[src/rtl/serial_tx_arbiter_pkg.sv]
// Shared definitions for the serial transmit arbiter: FSM state encoding
// and 8N1 framing constants.
package serial_tx_arbiter_pkg;

    typedef enum logic [1:0] {
        IDLE  = 2'd0,
        START = 2'd1,
        DATA  = 2'd2,
        STOP  = 2'd3
    } tx_state_t;

    localparam logic START_BIT       = 1'b0;
    localparam logic STOP_BIT        = 1'b1;
    localparam int   FRAME_DATA_BITS = 8;

endpackage

[src/rtl/serial_tx_arbiter_if.sv]
// Byte-source handshake bundle: two level requests with their data buses,
// the transmit enable, and the one-cycle capture acks.
interface serial_tx_arbiter_if;
    logic       transmit_enable;
    logic       req0;
    logic [7:0] data0;
    logic       ack0;
    logic       req1;
    logic [7:0] data1;
    logic       ack1;

    modport master (
        output transmit_enable, req0, data0, req1, data1,
        input  ack0, ack1
    );

    modport slave (
        input  transmit_enable, req0, data0, req1, data1,
        output ack0, ack1
    );
endinterface

[src/rtl/serial_tx_arbiter_rr_arbiter2.sv]
// Two-way round-robin arbiter: combinational winner, registered pointer that
// moves to favour the loser whenever a grant is taken.
module rr_arbiter2
    import serial_tx_arbiter_pkg::*;
(
    input  logic clk,
    input  logic rst,
    input  logic req0,
    input  logic req1,
    input  logic grant_en,
    output logic winner
);

    logic ptr;

    always_comb begin
        winner = (req0 && req1) ? ptr : req1;
    end

    always_ff @(posedge clk or negedge rst) begin
        if (!rst) begin
            ptr <= 1'b0;
        end else if (grant_en) begin
            ptr <= ~winner;
        end
    end

endmodule

[src/rtl/serial_tx_arbiter.sv]
// Shares one 8N1 serial transmit line between the microprocessor (source 0)
// and the receiver loopback (source 1), granting them round-robin.
module serial_tx_arbiter
    import serial_tx_arbiter_pkg::*;
#(
    parameter int BIT_TICKS = 16,
    parameter int DATA_BITS = FRAME_DATA_BITS
) (
    input  logic                 clk,
    input  logic                 rst,
    serial_tx_arbiter_if.slave   bus,
    output logic                 serial_out,
    output logic                 busy,
    output logic                 character_sent,
    output logic                 last_src
);

    localparam int TW  = $clog2(BIT_TICKS);
    localparam int BCW = $clog2(DATA_BITS);

    tx_state_t            state;
    logic [TW-1:0]        tick_cnt;
    logic [BCW-1:0]       bit_cnt;
    logic [DATA_BITS-1:0] shift_reg;
    logic                 ack0_r;
    logic                 ack1_r;
    logic                 last_tick;
    logic                 grant_point;
    logic                 do_grant;
    logic                 winner;

    assign last_tick   = (tick_cnt == TW'(BIT_TICKS - 1));
    assign grant_point = (state == IDLE) || (state == STOP && last_tick);
    assign do_grant    = grant_point && bus.transmit_enable && (bus.req0 || bus.req1);
    assign bus.ack0    = ack0_r;
    assign bus.ack1    = ack1_r;

    rr_arbiter2 u_arb (
        .clk      (clk),
        .rst      (rst),
        .req0     (bus.req0),
        .req1     (bus.req1),
        .grant_en (do_grant),
        .winner   (winner)
    );

    always_ff @(posedge clk or negedge rst) begin
        if (!rst) begin
            state          <= IDLE;
            tick_cnt       <= '0;
            bit_cnt        <= '0;
            shift_reg      <= '0;
            serial_out     <= STOP_BIT;
            busy           <= 1'b0;
            ack0_r         <= 1'b0;
            ack1_r         <= 1'b0;
            character_sent <= 1'b0;
            last_src       <= 1'b0;
        end else begin
            ack0_r         <= 1'b0;
            ack1_r         <= 1'b0;
            character_sent <= 1'b0;
            if (state != IDLE) begin
                tick_cnt <= last_tick ? '0 : tick_cnt + 1'b1;
            end

            unique case (state)
                IDLE: ;
                START: if (last_tick) begin
                    state      <= DATA;
                    bit_cnt    <= '0;
                    serial_out <= shift_reg[0];
                end
                DATA: if (last_tick) begin
                    shift_reg <= shift_reg >> 1;
                    if (bit_cnt == BCW'(DATA_BITS - 1)) begin
                        state      <= STOP;
                        serial_out <= STOP_BIT;
                    end else begin
                        bit_cnt    <= bit_cnt + 1'b1;
                        serial_out <= shift_reg[1];
                    end
                end
                STOP: if (last_tick) begin
                    character_sent <= 1'b1;
                    if (!do_grant) begin
                        state      <= IDLE;
                        busy       <= 1'b0;
                        serial_out <= STOP_BIT;
                    end
                end
            endcase

            // A grant at the end of STOP overrides the fall back to IDLE,
            // so the next start bit follows the stop bit with no gap.
            if (do_grant) begin
                state      <= START;
                tick_cnt   <= '0;
                shift_reg  <= winner ? bus.data1 : bus.data0;
                last_src   <= winner;
                ack0_r     <= ~winner;
                ack1_r     <= winner;
                serial_out <= START_BIT;
                busy       <= 1'b1;
            end
        end
    end

endmodule

[src/flat_wrapper.sv]
// flat-port wrapper written by rule: the top's interface ports become plain ports
module serial_tx_arbiter_flat import serial_tx_arbiter_pkg::*;
#(
    parameter int BIT_TICKS = 16,
    parameter int DATA_BITS = FRAME_DATA_BITS
)
  (clk, rst, serial_out, busy, character_sent, last_src, bus_transmit_enable, bus_req0, bus_data0, bus_req1, bus_data1, bus_ack0, bus_ack1);
  serial_tx_arbiter_if bus_i ();
  input  logic clk;
  input  logic rst;
  output logic serial_out;
  output logic busy;
  output logic character_sent;
  output logic last_src;
  input wire logic [$bits(bus_i.transmit_enable)-1:0] bus_transmit_enable;
  input wire logic [$bits(bus_i.req0)-1:0] bus_req0;
  input wire logic [$bits(bus_i.data0)-1:0] bus_data0;
  input wire logic [$bits(bus_i.req1)-1:0] bus_req1;
  input wire logic [$bits(bus_i.data1)-1:0] bus_data1;
  output wire logic [$bits(bus_i.ack0)-1:0] bus_ack0;
  output wire logic [$bits(bus_i.ack1)-1:0] bus_ack1;
  assign bus_i.transmit_enable = bus_transmit_enable;
  assign bus_i.req0 = bus_req0;
  assign bus_i.data0 = bus_data0;
  assign bus_i.req1 = bus_req1;
  assign bus_i.data1 = bus_data1;
  assign bus_ack0 = bus_i.ack0;
  assign bus_ack1 = bus_i.ack1;
  serial_tx_arbiter #(.BIT_TICKS(BIT_TICKS), .DATA_BITS(DATA_BITS)) u_core (.clk(clk), .rst(rst), .bus(bus_i), .serial_out(serial_out), .busy(busy), .character_sent(character_sent), .last_src(last_src));
endmodule
[config.mk]
export PLATFORM = sky130hd
export DESIGN_NAME = serial_tx_arbiter_flat
export DESIGN_NICKNAME = d
export VERILOG_FILES = /design/src/rtl/serial_tx_arbiter_pkg.sv /design/src/rtl/serial_tx_arbiter_if.sv /design/src/rtl/serial_tx_arbiter_rr_arbiter2.sv /design/src/rtl/serial_tx_arbiter.sv /design/src/flat_wrapper.sv
export SDC_FILE = /design/constraint.sdc
export NUM_CORES = 1
export LEC_CHECK = 0
export ABC_AREA = 1
export ABC_CLOCK_PERIOD_IN_PS = 3100
export CORE_UTILIZATION = 50
export CTS_BUF_LIST = sky130_fd_sc_hd__clkbuf_4
export CTS_CLUSTER_DIAMETER = 120
export DETAILED_ROUTE_END_ITERATION = 6
export PLACE_DENSITY = 0.78
export SYNTH_ARGS = -nofsm -noshare
export SYNTH_HDL_FRONTEND = slang
export SYNTH_SLANG_ARGS = --single-unit
[constraint.sdc]
create_clock -name clk -period 3.1 [get_ports clk]
set_input_delay 0.31 -clock clk [delete_from_list [all_inputs] [get_ports clk]]
set_output_delay 0.31 -clock clk [all_outputs]
set_load 0.01 [all_outputs]
# Word level (Yosys, flattened, before mapping)
# Index checks and enable logic that the tools add are counted.
[classes]
addsub = 2
n_eq_ne = 12
n_mux = 31
bitwise_logic = 1
reduce_logical = 19
[ops]
columns = ["operator", "count"]
rows = [
  ["two-way mux 8 bit", 4],
  ["two-way mux 1 bit", 13],
  ["two-way mux 4 bit", 3],
  ["!= test 3 x 1 -> 1 bit, second input constant", 4],
  ["nonzero test 2 bit", 6],
  ["two-way mux 2 bit", 5],
  ["two-way mux 3 bit", 3],
  ["AND reduction 4 bit", 2],
  ["one-hot mux 2 bit (3 select lines)", 1],
  ["one-hot mux 3 bit (2 select lines)", 1],
  ["AND reduction 5 bit", 1],
  ["adder 4 x 1 -> 4 bit, second input constant", 1],
  ["== test 2 bit, second input constant", 2],
  ["== test 4 bit, second input constant", 1],
  ["logical AND 1 bit", 4],
  ["!= test 2 x 1 -> 1 bit, second input constant", 2],
  ["AND reduction 2 bit", 2],
  ["nonzero test 4 bit", 1],
  ["adder 3 x 1 -> 3 bit, second input constant", 1],
  ["== test 3 bit, second input constant", 1],
  ["one-hot mux 1 bit (3 select lines)", 1],
  ["== test 2 x 1 -> 1 bit, second input constant", 1],
  ["zero test 2 bit", 1],
  ["logical OR 1 bit", 2],
  ["2 further kinds", 2],
]
[totals]
register_bits = 24
in_bits = 21
output_inout_bits = 6
elab_cells = 76

# Depth between registers and ports, before layout
[depth]
word_depth = 7
mapped_depth = 11
depth_no_buf = 11

# Hierarchy
# Synthesis repeated with hierarchy kept, for this count alone.
[unflattened]
cells_unflattened = 176
hier_area_um2 = 1356.3
[modules_own_cells]
columns = ["mod", "n_inst", "cells_per_inst", "area_each_um2", "seq_area_each_um2"]
rows = [
  ["serial_tx_arbiter", 1, 168, 1302.5, 576.8],
  ["rr_arbiter2", 1, 8, 53.8, 25.0],
]

# Least setup slack after synthesis
# OpenSTA, ideal clock, no wires.
[synth_timing]
path_kind = "reg2reg"
from = "reg u_core.state[0]"
to = "reg u_core.shift_reg[0]"
arrival_ps = 1429
t_required_ps = 3018
slack_ps = 1589
stages_incl_launch_ff = 10
n_path_buf = 2
period_less_slack_ps = 1511
path_cell_list = "dfrtp_1 > inv_1 > ha_1 > inv_1 > nand2_2 > nand2_4 > buf_6 > buf_6 > o21ai_0 > a31oi_1"
[synth_via]
elab_chain_len = 7
word_cells_on_any_way = 11
classes_between = "eq/ne (2); mux (1); reduce/logical (8)"
[synth_lines]
columns = ["element", "line", "rtl"]
rows = [
  ["from (decl)", "serial_tx_arbiter.sv:21", "tx_state_t state;"],
  ["from (signal assigned)", "serial_tx_arbiter.sv:49", "state <= IDLE;"],
  ["from (signal assigned)", "serial_tx_arbiter.sv:70", "state <= DATA;"],
  ["from (signal assigned)", "serial_tx_arbiter.sv:77", "state <= STOP;"],
  ["== test 2 bit", "serial_tx_arbiter.sv:33", "assign grant_point = (state == IDLE) || (state == STOP && last_tick);"],
  ["logical AND 1 bit", "serial_tx_arbiter.sv:33", ""],
  ["logical OR 1 bit", "serial_tx_arbiter.sv:33", ""],
  ["logical AND 1 bit (2 in a row)", "serial_tx_arbiter.sv:34", "assign do_grant = grant_point && bus.transmit_enable && (bus.req0 || bus.req1);"],
  ["nonzero test 2 bit (no line)", "n/a", ""],
  ["AND reduction 2 bit (no line)", "n/a", ""],
  ["to (signal assigned)", "serial_tx_arbiter.sv:75", "shift_reg <= shift_reg >> 1;"],
  ["to (signal assigned)", "serial_tx_arbiter.sv:99", "shift_reg <= winner ? bus.data1 : bus.data0;"],
  ["to (decl)", "serial_tx_arbiter.sv:24", "logic [DATA_BITS-1:0] shift_reg;"],
]
# Parallel ways exist; a longest one is shown, timed or not.
# A chain may end at the register's enable or synchronous reset.

# Worst setup path after layout
[layout_timing]
from = "reg u_core.state[0]"
to = "reg u_core.shift_reg[3]"
# The elaborated chain is that of the path after synthesis.

==> impl_metrics.env <==
export IMPL_viasPerCell=5.07
export IMPL_slowest_stage="dfrtp_1"
export IMPL_max_cap_violations=0
export IMPL_maxSlewHeadroom_pct=29.6
export IMPL_nets=225
export IMPL_initial_utilization_pct=53.5
export IMPL_skew_ns=0.00523
export IMPL_hpwl_mm=1.97
export IMPL_critPathKind="flop to flop"
export IMPL_synth_compound_area_share_pct=6.86
export IMPL_arrival_ns=2.08
export IMPL_dieArea_um2=2910
export IMPL_crit_top_cell="nand2_1"
export IMPL_p_leak_nw=0.867
export IMPL_pwr_share_clk_pct=11.1
export IMPL_clkTransAtPathRegs_ns=0.13
export IMPL_mostFrequentLayoutCell="nand2_1"
export IMPL_fin_crit_ns=1.81
export IMPL_grt_max_degree=25
export IMPL_switching_power_mw=0.541
export IMPL_critPathMaxStageDelay_ns=0.45
export IMPL_slew_violations=0
export IMPL_stdcell_area_um2=1660
export IMPL_timing_rr_end="u_core.shift_reg[3]"
export IMPL_cp_data_required_time_ns=3.36
export IMPL_syn_cell_area_um2=1350
export IMPL_drt_pass1_iterations=4
export IMPL_wl_per_cell_um=11.3
export IMPL_num_rows=18
export IMPL_cts_tree="yes"
export IMPL_synthDistinctLibCells=25
export IMPL_power_mw=1.29
export IMPL_vdd_drop_max_mv=0.484
export IMPL_vias=1140
export IMPL_synthCells=166
export IMPL_design_core_area_um2=2520
export IMPL_seqPwrFrac_pct=40.3
export IMPL_ctsHtreeMaxLevel=1
export IMPL_cts_root_buffer="clkbuf_4"
export IMPL_yosys_warnings=0
export IMPL_cp_start_kind="flop"
export IMPL_grt_pass1_wl_mm=4.40
export IMPL_numCtsBuffers=3
export IMPL_swShare_pct=42.1
export IMPL_power_density_nw_per_um2=775
export IMPL_status="finished clean"
export IMPL_hold_slack_ns=0.491
export IMPL_yosys_area_share_xor_xnor_pct=1.30
export IMPL_final_cell_mix="nand2_1 (66), clkdlybuf4s50_1 (26), dfrtp_1 (23)"
export IMPL_max_freq_mhz=552
export IMPL_synth_edff_count=0
export IMPL_chipWidth_um=54.0
export IMPL_drive_gt1_share_pct=7.18
export IMPL_diodes=0
export IMPL_post_cts_resized=0
export IMPL_fin_ws_ns=1.29
export IMPL_dp_cells=221
export IMPL_finalSetupViolCount=0
export IMPL_comb_power_share_pct=48.6
export IMPL_cp_max_fo=23
export IMPL_drt_initial_drc_count=31
export IMPL_antenna_found_initial=0
export IMPL_synthAdderAreaFrac_pct=7.41
export IMPL_finalCritPeriodShare_pct=58.5
export IMPL_largest_reg_flops=8
export IMPL_ant_nets=0
export IMPL_reg2reg_slack_ns=1.29
export IMPL_setup_worst_path_end="u_core.shift_reg[3]"
export IMPL_rsz0062_at_grt="no"
export IMPL_postCtsSetupBuffers=0
export IMPL_grtUsageTotal_pct=21.4
export IMPL_drt_total_wl_mm=2.55
export IMPL_cts_num_sinks=24
export IMPL_dpl_worst_slack_ns=1.25
export IMPL_instances_no_fill=225
export IMPL_cp_end_kind="flop"
export IMPL_overflow=0
export IMPL_cts_buffer_depth=2
export IMPL_place_area_um2=1630
export IMPL_cts_hold_buf=0
export IMPL_min_delay_path_class="flop to flop"
export IMPL_synth_seq_cells=24
export IMPL_tightest_slew_ns=1.05
export IMPL_crit_chain="inv_1, ha_1, inv_1, nand2_2, nand2_4, nor2_2, nand2_1, nand3_1, nand2_1, nand2_1"
export IMPL_r2r_start="u_core.state[0]"
export IMPL_critPathLaunch="u_core.state[0]"
export IMPL_synth_nets=195
export IMPL_syn_area_per_cell_um2=8.13
export IMPL_finalHoldViolCount=0
export IMPL_p_int_mw=0.744
export IMPL_area_delta_synth_final_pct=22.9
export IMPL_muxShareOfSynthArea_pct=0.834
export IMPL_synth_top_family_by_area="simple AND/OR/NAND/NOR gates"
export IMPL_whs_path_depth=2
export IMPL_ioPinCount=27
export IMPL_tns_ns=0
export IMPL_synthFlopType="dfrtp_1"
export IMPL_postLayoutCoreUtil_pct=65.8
export IMPL_async_reset_ff_share_pct=100
export IMPL_synth_simple_area_share_pct=32.3
export IMPL_io_buffer_count=26
export IMPL_clock_latency_ns=0.32
export IMPL_drc=0
export IMPL_seq_area_frac_synth_pct=44.6
export IMPL_r2r_cells=10
export IMPL_fp_dieH_um=54.0
export IMPL_grt_pass1_vias=1034
export IMPL_gp_congestion=0.841
## critical path, delay by kind of cell (launching register included)
family,cells,cell delay (ns)
adder cells (fa/ha/maj),1,0.20
AND/OR/NAND/NOR,7,0.88
buffers and inverters,2,0.23
flip-flops,1,0.45
## layout make-up
class                           count  area (um^2)
Clock buffer                        3         22.5
Clock inverter                      1         3.75
Fill cell                         231          863
Inverter                           18         67.6
Multi-Input combinational cell    122          658
Sequential cell                    24          602
Tap cell                           30         37.5
Timing Repair Buffer               27          268
## worst min-delay path by stage
| stage | end | startpoint | slack (ns) |
|---|---|---|---|
| 2_1_floorplan | u_core.bit_cnt[0] | rst | 0.01 |
| 3_3_place_gp | u_core.shift_reg[5] | u_core.shift_reg[5] | 0.47 |
| 3_5_place_dp | u_core.shift_reg[2] | u_core.shift_reg[2] | 0.47 |
| 4_1_cts | u_core.serial_out | u_core.serial_out | 0.49 |
| 5_1_grt | u_core.serial_out | u_core.serial_out | 0.52 |
| 6_report | u_core.serial_out | u_core.serial_out | 0.49 |
## power by group through the flow
| stage | clock network (mW) | logic [mW] | registers [mW] |
|---|---|---|---|
| after floorplan | 0 | 0.479 | 0.512 |
| after global placement | 0 | 0.607 | 0.517 |
| after detailed placement | 0 | 0.627 | 0.525 |
| after CTS | 0.145 | 0.632 | 0.518 |
| after global routing | 0.154 | 0.728 | 0.536 |
| final | 0.142 | 0.625 | 0.518 |
## metal layers
metal	wire length (um)	share of wire (%)	global-route usage (%)	vias up
li1	-	-	-	584
met1	1140	45	25.5	527
met3	79	3.1	2.54	4
met5	0	0	0	-
met4	51	2.0	10.5	0
met2	1270	50	37.7	25
## logic make-up after synthesis
group / after synthesis
flops: 24
fa+ha+maj: 8
buf+inv: 20
simple gates: 97
xor+xnor: 2
mux: 1
compound gates: 14
## synthesized netlist by cell type, types with 2 or more instances
cell     count  area [um^2]
a21oi_1      2         10.0
a31oi_1      3         18.8
a32o_1       2         20.0
buf_6        2         22.5
dfrtp_1     23          576
ha_1         8          100
inv_1       18         67.6
nand2_1     66          248
nand2_2      2         12.5
nand2_4      2         22.5
nand3_1     11         55.1
nor2_1      11         41.3
o21ai_0      3         15.0
xor2_1       2         17.5
No activity file was read; power rests on OpenSTA's default activity.
